### config.mk
export PLATFORM = sky130hd
export DESIGN_NAME = ms_sram_like_stage
export DESIGN_NICKNAME = d
export VERILOG_FILES = /design/src/rtl/ms_sram_like_stage.sv
export SDC_FILE = /design/constraint.sdc
export NUM_CORES = 1
export LEC_CHECK = 0
export BUFFER_PORTS_ARGS = -buffer_cell sky130_fd_sc_hd__clkbuf_2
export CORE_ASPECT_RATIO = 2
export CORE_MARGIN = 2
export CORE_UTILIZATION = 52
export DETAILED_ROUTE_END_ITERATION = 10
export PLACE_DENSITY_LB_ADDON = 0.12
export SLEW_MARGIN = 30
export SYNTH_ARGS = -nofsm -noshare
export SYNTH_HDL_FRONTEND = slang
export SYNTH_SLANG_ARGS = --single-unit
### constraint.sdc
create_clock -name clk -period 2.8 [get_ports clk]
set_clock_uncertainty 0.2 [all_clocks]
set_input_delay 0.28 -clock clk [delete_from_list [all_inputs] [get_ports clk]]
set_output_delay 0.28 -clock clk [all_outputs]
set_load 0.1 [all_outputs]
### src/rtl/ms_sram_like_stage.sv
// MEM pipeline stage for an SRAM-like data bus: holds each instruction until its
// response arrives, buffers read data across WB stalls, aligns loads, and drops stale responses.
module ms_sram_like_stage #(
  parameter int unsigned PC_W      = 32,
  parameter int unsigned RF_ADDR_W = 5,
  parameter int unsigned CNT_W     = 2
) (
  input  logic                   clk,
  input  logic                   resetn,
  input  logic                   es_to_ms_valid,
  output logic                   ms_allowin,
  input  logic [PC_W-1:0]        es_pc,
  input  logic [RF_ADDR_W+33:0]  es_rf_collect,
  input  logic                   es_mem_req,
  input  logic [2:0]             es_ld_op,
  input  logic                   flush,
  input  logic                   data_sram_data_ok,
  input  logic [31:0]            data_sram_rdata,
  input  logic                   ws_allowin,
  output logic                   ms_to_ws_valid,
  output logic [PC_W-1:0]        ms_pc,
  output logic [RF_ADDR_W+32:0]  ms_rf_collect,
  output logic                   ms_ld_block
);

  localparam int unsigned SumW = CNT_W + 2;

  logic                 ms_valid_q, ms_valid_d;
  logic [PC_W-1:0]      pc_q, pc_d;
  logic                 res_from_mem_q, res_from_mem_d;
  logic                 rf_we_q, rf_we_d;
  logic [RF_ADDR_W-1:0] rf_waddr_q, rf_waddr_d;
  logic [31:0]          alu_result_q, alu_result_d;
  logic                 mem_req_q, mem_req_d;
  logic [2:0]           ld_op_q, ld_op_d;
  logic                 buf_valid_q, buf_valid_d;
  logic [31:0]          buf_data_q, buf_data_d;
  logic [CNT_W-1:0]     discard_cnt_q, discard_cnt_d;

  logic                 es_res_from_mem, es_rf_we;
  logic [RF_ADDR_W-1:0] es_rf_waddr;
  logic [31:0]          es_alu_result;

  logic        cnt_zero, resp_mine, ms_ready_go, accept, leave, flush_own;
  logic [1:0]  cnt_inc;
  logic        cnt_dec;
  logic [SumW-1:0] cnt_sum;
  logic [31:0] ld_src, ld_data, rf_wdata;
  logic [15:0] ld_half;
  logic [7:0]  ld_byte;

  assign {es_res_from_mem, es_rf_we, es_rf_waddr, es_alu_result} = es_rf_collect;

  // A response belongs to this instruction only once every discarded one has drained.
  assign cnt_zero    = (discard_cnt_q == '0);
  assign resp_mine   = data_sram_data_ok & cnt_zero;
  assign ms_ready_go = ~mem_req_q | buf_valid_q | resp_mine;
  assign ms_allowin  = ~ms_valid_q | (ms_ready_go & ws_allowin);
  assign accept      = es_to_ms_valid & ms_allowin & ~flush;
  assign leave       = ms_valid_q & ms_ready_go & ws_allowin;

  always_comb begin
    ms_valid_d     = ms_valid_q;
    pc_d           = pc_q;
    res_from_mem_d = res_from_mem_q;
    rf_we_d        = rf_we_q;
    rf_waddr_d     = rf_waddr_q;
    alu_result_d   = alu_result_q;
    mem_req_d      = mem_req_q;
    ld_op_d        = ld_op_q;
    if (flush) begin
      ms_valid_d = 1'b0;
    end else if (ms_allowin) begin
      ms_valid_d = es_to_ms_valid;
    end
    if (accept) begin
      pc_d           = es_pc;
      res_from_mem_d = es_res_from_mem;
      rf_we_d        = es_rf_we;
      rf_waddr_d     = es_rf_waddr;
      alu_result_d   = es_alu_result;
      mem_req_d      = es_mem_req;
      ld_op_d        = es_ld_op;
    end
  end

  always_comb begin
    buf_valid_d = buf_valid_q;
    buf_data_d  = buf_data_q;
    if (flush || leave) begin
      buf_valid_d = 1'b0;
    end else if (ms_valid_q && mem_req_q && !buf_valid_q && resp_mine && !ws_allowin) begin
      buf_valid_d = 1'b1;
      buf_data_d  = data_sram_rdata;
    end
  end

  // On flush, count requests whose responses are still in flight; a response landing
  // in the flush cycle itself has already been consumed and is not counted.
  always_comb begin
    flush_own = ms_valid_q & mem_req_q & ~buf_valid_q & ~resp_mine;
    cnt_inc   = 2'b00;
    if (flush) begin
      cnt_inc = {1'b0, flush_own} + {1'b0, es_to_ms_valid & es_mem_req};
    end
    cnt_dec       = data_sram_data_ok & ~cnt_zero;
    cnt_sum       = SumW'(discard_cnt_q) + SumW'(cnt_inc) - SumW'(cnt_dec);
    discard_cnt_d = cnt_sum[CNT_W-1:0];
  end

  always_comb begin
    ld_src  = buf_valid_q ? buf_data_q : data_sram_rdata;
    ld_half = alu_result_q[1] ? ld_src[31:16] : ld_src[15:0];
    case (alu_result_q[1:0])
      2'b00:   ld_byte = ld_src[7:0];
      2'b01:   ld_byte = ld_src[15:8];
      2'b10:   ld_byte = ld_src[23:16];
      default: ld_byte = ld_src[31:24];
    endcase
    case (ld_op_q)
      3'b001:  ld_data = {{16{ld_half[15]}}, ld_half};
      3'b010:  ld_data = {16'h0000, ld_half};
      3'b011:  ld_data = {{24{ld_byte[7]}}, ld_byte};
      3'b100:  ld_data = {24'h000000, ld_byte};
      default: ld_data = ld_src;
    endcase
    rf_wdata = res_from_mem_q ? ld_data : alu_result_q;
  end

  always_ff @(posedge clk) begin
    if (!resetn) begin
      ms_valid_q     <= 1'b0;
      pc_q           <= '0;
      res_from_mem_q <= 1'b0;
      rf_we_q        <= 1'b0;
      rf_waddr_q     <= '0;
      alu_result_q   <= '0;
      mem_req_q      <= 1'b0;
      ld_op_q        <= '0;
      buf_valid_q    <= 1'b0;
      buf_data_q     <= '0;
      discard_cnt_q  <= '0;
    end else begin
      ms_valid_q     <= ms_valid_d;
      pc_q           <= pc_d;
      res_from_mem_q <= res_from_mem_d;
      rf_we_q        <= rf_we_d;
      rf_waddr_q     <= rf_waddr_d;
      alu_result_q   <= alu_result_d;
      mem_req_q      <= mem_req_d;
      ld_op_q        <= ld_op_d;
      buf_valid_q    <= buf_valid_d;
      buf_data_q     <= buf_data_d;
      discard_cnt_q  <= discard_cnt_d;
    end
  end

  // Too many outstanding discards means the bus has more requests in flight than we track.
  discard_cnt_no_overflow: assert property (@(posedge clk) disable iff (!resetn)
    cnt_sum[SumW-1:CNT_W] == '0);

  // A flushed instruction is never handed to WB, even if it happens to be ready.
  assign ms_to_ws_valid = ms_valid_q & ms_ready_go & ~flush;
  assign ms_pc          = pc_q;
  assign ms_rf_collect  = {rf_we_q & ms_valid_q, rf_waddr_q, rf_wdata};
  assign ms_ld_block    = ms_valid_q & res_from_mem_q & ~ms_ready_go;

endmodule

==> run metrics <==
Synthesized Nets 817; DRC violations left 0; most common cell after layout, fill and taps aside sky130_fd_sc_hd__nand2_1; result of the run completed; number of nets in the finished design 1080; wire length of the first global-routing pass 29500 um; fraction of synthesized cell area taken by the top area cell type 37.7%; I/O pin count 186; Largest stage delay, worst path 0.51 ns; summed area of non-filler cells in the final layout 8870 um2; clock tree from TritonCTS built; leading cell types by total area after synthesis sky130_fd_sc_hd__dfxtp_1 38%, sky130_fd_sc_hd__mux2i_1 19%, sky130_fd_sc_hd__nand2_1 14%; minimum hold slack 0.00739 ns; Post-synth top flop sky130_fd_sc_hd__dfxtp_1; wire per inst 17.0 um; synthesized area 5890 um2; peak fanout along the critical path 8; Worst Path Buf+Inv 1; share of cells above drive strength 1 26.9%; Iter 0 DRT Violations 367; number of pins with negative max-slew slack in the final report 0; initial antenna violation count 0; Antenna diodes 0; count of antenna-violating nets left after detailed routing 0; final-report setup violation count 0; Detailed Routing Iterations Pass 1 7; Synth Area per Inst 8.40 um2; leak pwr 3.64 nW; Clk Latency, worst-skew pair 0.34 ns; CTS clk-pin slew, worst paths 0.08 ns; type of destination of the critical path primary output; Total Neg Setup Slack 0 ns; post-placement cell count 994; Die Span Y 155 um; Warnings, synthesis 0; gpl congestion 0.900; commonest cells after routing, fill and taps aside 217 x sky130_fd_sc_hd__nand2_1, 151 x sky130_fd_sc_hd__clkbuf_2, 110 x sky130_fd_sc_hd__mux2i_1, 109 x sky130_fd_sc_hd__dfxtp_1, 99 x sky130_fd_sc_hd__dlygate4sd3_1; power density over cell area 501 nW/um2; Highest Clock Rate 0.358 GHz; startpoint kind of the worst setup timing path flip-flop; number of standard cells in the layout, taps in and fillers out 1110; die footprint 12200 um2; number of buffers created by CTS 9; Fin. Hold Viols 0; type of the tightest min-delay check in -> reg; placed wire-length estimate after detailed placement 12100 um; global router's overall resource usage 30.3%; Initial Util 52.8%; overall power consumption 4.45 mW; total of flip-flops plus latches after synthesis 111; quantity of I/O buffers inserted on ports 185; largest buffer count on any clock path 2; library cells used by synthesis 51; core area 11100 um2; total overflow reported by the global router 0; Data required, critical path 2.32 ns; highest-delay cell along the critical path sky130_fd_sc_hd__mux4_2; Period Utilization, post-route 99.8%; top cell type by total area after synthesis sky130_fd_sc_hd__dfxtp_1; H-tree depth reported by CTS 3; worst slew margin relative to its limit 59.9%; final critical-path setup slack 0.00456 ns; post-place instance area 7450 um2; unrepaired setup endpoints after global routing true; worst vdd ir 506 uV; number of vias in the routed layout 6066; post-synthesis to final-layout area growth 50.6%; Clock Tree Root sky130_fd_sc_hd__clkbuf_16; ordered cell list for the critical path mux4_2, nor4bb_4, a311o_2, o22a_1, buf_12; type of the worst setup path reg -> out; fraction of the core area covered by cells at the end of the flow 79.6%; detail-routed via count per cell 5.46; Cells after Synth 701; number of enable flip-flop cells after synthesis 0; Die Wd 79.3 um; number of rows in the core area 55; transition time at the pin with the least slew margin 0.601 ns; data arrival time of the worst path 2.32 ns; CP top delay family compound AO/OA/AOI/OAI gates; share of the yosys chip area belonging to registers 37.7%; maximum number of pins on one net before global-route repair 66; total clock sinks 111; time the worst path needs with I/O delays and setup 2.80 ns; wirelength, routed 18800 um; ys async rst share 0%; worst slack, placed 0.189 ns; vias in the first global route 5978; MaxCap Viol Count 0
[synth_stat cells, types with 4 or more instances]
cell type,n
sky130_fd_sc_hd__nor2b_1,4
sky130_fd_sc_hd__buf_6,7
sky130_fd_sc_hd__and2_1,8
sky130_fd_sc_hd__clkbuf_1,37
sky130_fd_sc_hd__mux2_2,9
sky130_fd_sc_hd__a221oi_1,5
sky130_fd_sc_hd__buf_2,10
sky130_fd_sc_hd__a21boi_0,32
sky130_fd_sc_hd__nor2_1,32
sky130_fd_sc_hd__o22a_1,17
sky130_fd_sc_hd__nand2_1,217
sky130_fd_sc_hd__dfxtp_1,111
sky130_fd_sc_hd__o32a_1,5
sky130_fd_sc_hd__nor3_1,7
sky130_fd_sc_hd__a31oi_1,9
sky130_fd_sc_hd__xnor2_1,5
sky130_fd_sc_hd__a21oi_1,15
sky130_fd_sc_hd__nand2b_1,6
sky130_fd_sc_hd__nor3b_1,7
sky130_fd_sc_hd__mux2i_1,114
[worst reg2reg max path, cell delays in order (launching register included)]
cell and delay (ns):
sky130_fd_sc_hd__dfxtp_1 0.34, sky130_fd_sc_hd__nor3b_1 0.27, sky130_fd_sc_hd__nor2_1 0.13, sky130_fd_sc_hd__and2_1 0.18, sky130_fd_sc_hd__ha_1 0.28, sky130_fd_sc_hd__nand2_1 0.05, sky130_fd_sc_hd__ha_1 0.27, sky130_fd_sc_hd__inv_1 0.04
sky130_fd_sc_hd__ha_1 0.17, sky130_fd_sc_hd__xnor2_1 0.16, sky130_fd_sc_hd__xnor2_1 0.15, sky130_fd_sc_hd__xnor2_1 0.08, sky130_fd_sc_hd__and2_1 0.15
[report_power, final]
part           total (mW)  leakage [nW]  internal, mW  switching (mW)
Clock                1.24         0.141         0.636           0.604
Sequential           1.70         0.905          1.65          0.0497
Combinational        1.51          2.59         0.562           0.947
[state kept, by name (all words and copies together), names as in the netlist]
name and cells:
alu_result_q 32, buf_data_q 32, ms_pc 32, buf_valid_q 1, rf_we_q 1, ms_valid_q 1
ld_op_q 3, res_from_mem_q 1, rf_waddr_q 5, discard_cnt_q 2, mem_req_q 1
[routing by layer]
metal / GRT usage [%] / part of all wire, %
met1: 34.9 / 38
met2: 53.0 / 52
met3: 5.78 / 5.3
met4: 14.0 / 4.4
met5: 0 / 0
[final timing paths]
check | startpoint | to | slack (ns) | cells past startpoint
setup / recovery | buf_valid_q | ms_rf_collect[28] | 0.005 | 5
hold / removal | data_sram_rdata[11] | buf_data_q[11] | 0.007 | 3
setup reg to reg | discard_cnt_q[1] | discard_cnt_q[1] | 0.23 | 12
hold reg to reg | alu_result_q[7] | alu_result_q[7] | 0.26 | 2
[logic make-up after synthesis]
kind of cell    count (synthesis)  share of synthesized area (%)
simple gates                  294                           20.8
mux                           125                           21.9
xor+xnor                        5                          0.743
fa+ha+maj                       4                          0.807
buf+inv                        59                           4.93
compound gates                103                           13.1
flops                         111                           37.7
[cell type report]
cell class | count | area [um2]
Fill cell | 759 | 2280
Multi-Input combinational cell | 532 | 3530
Clock inverter | 5 | 42.5
Sequential cell | 111 | 2230
Inverter | 3 | 11.3
Clock buffer | 10 | 239
Tap cell | 142 | 178
Timing Repair Buffer | 307 | 2640
[timing repair]
item	4_1_cts	5_1_grt
setup buffers	1	0
hold buffers	99	0
pin swaps	10	9
hold endpoints to repair	99	0
resized for setup	10	14
endpoints found under the setup margin	31	27
gates cloned	1	0
No activity file was read; power rests on OpenSTA's default activity.
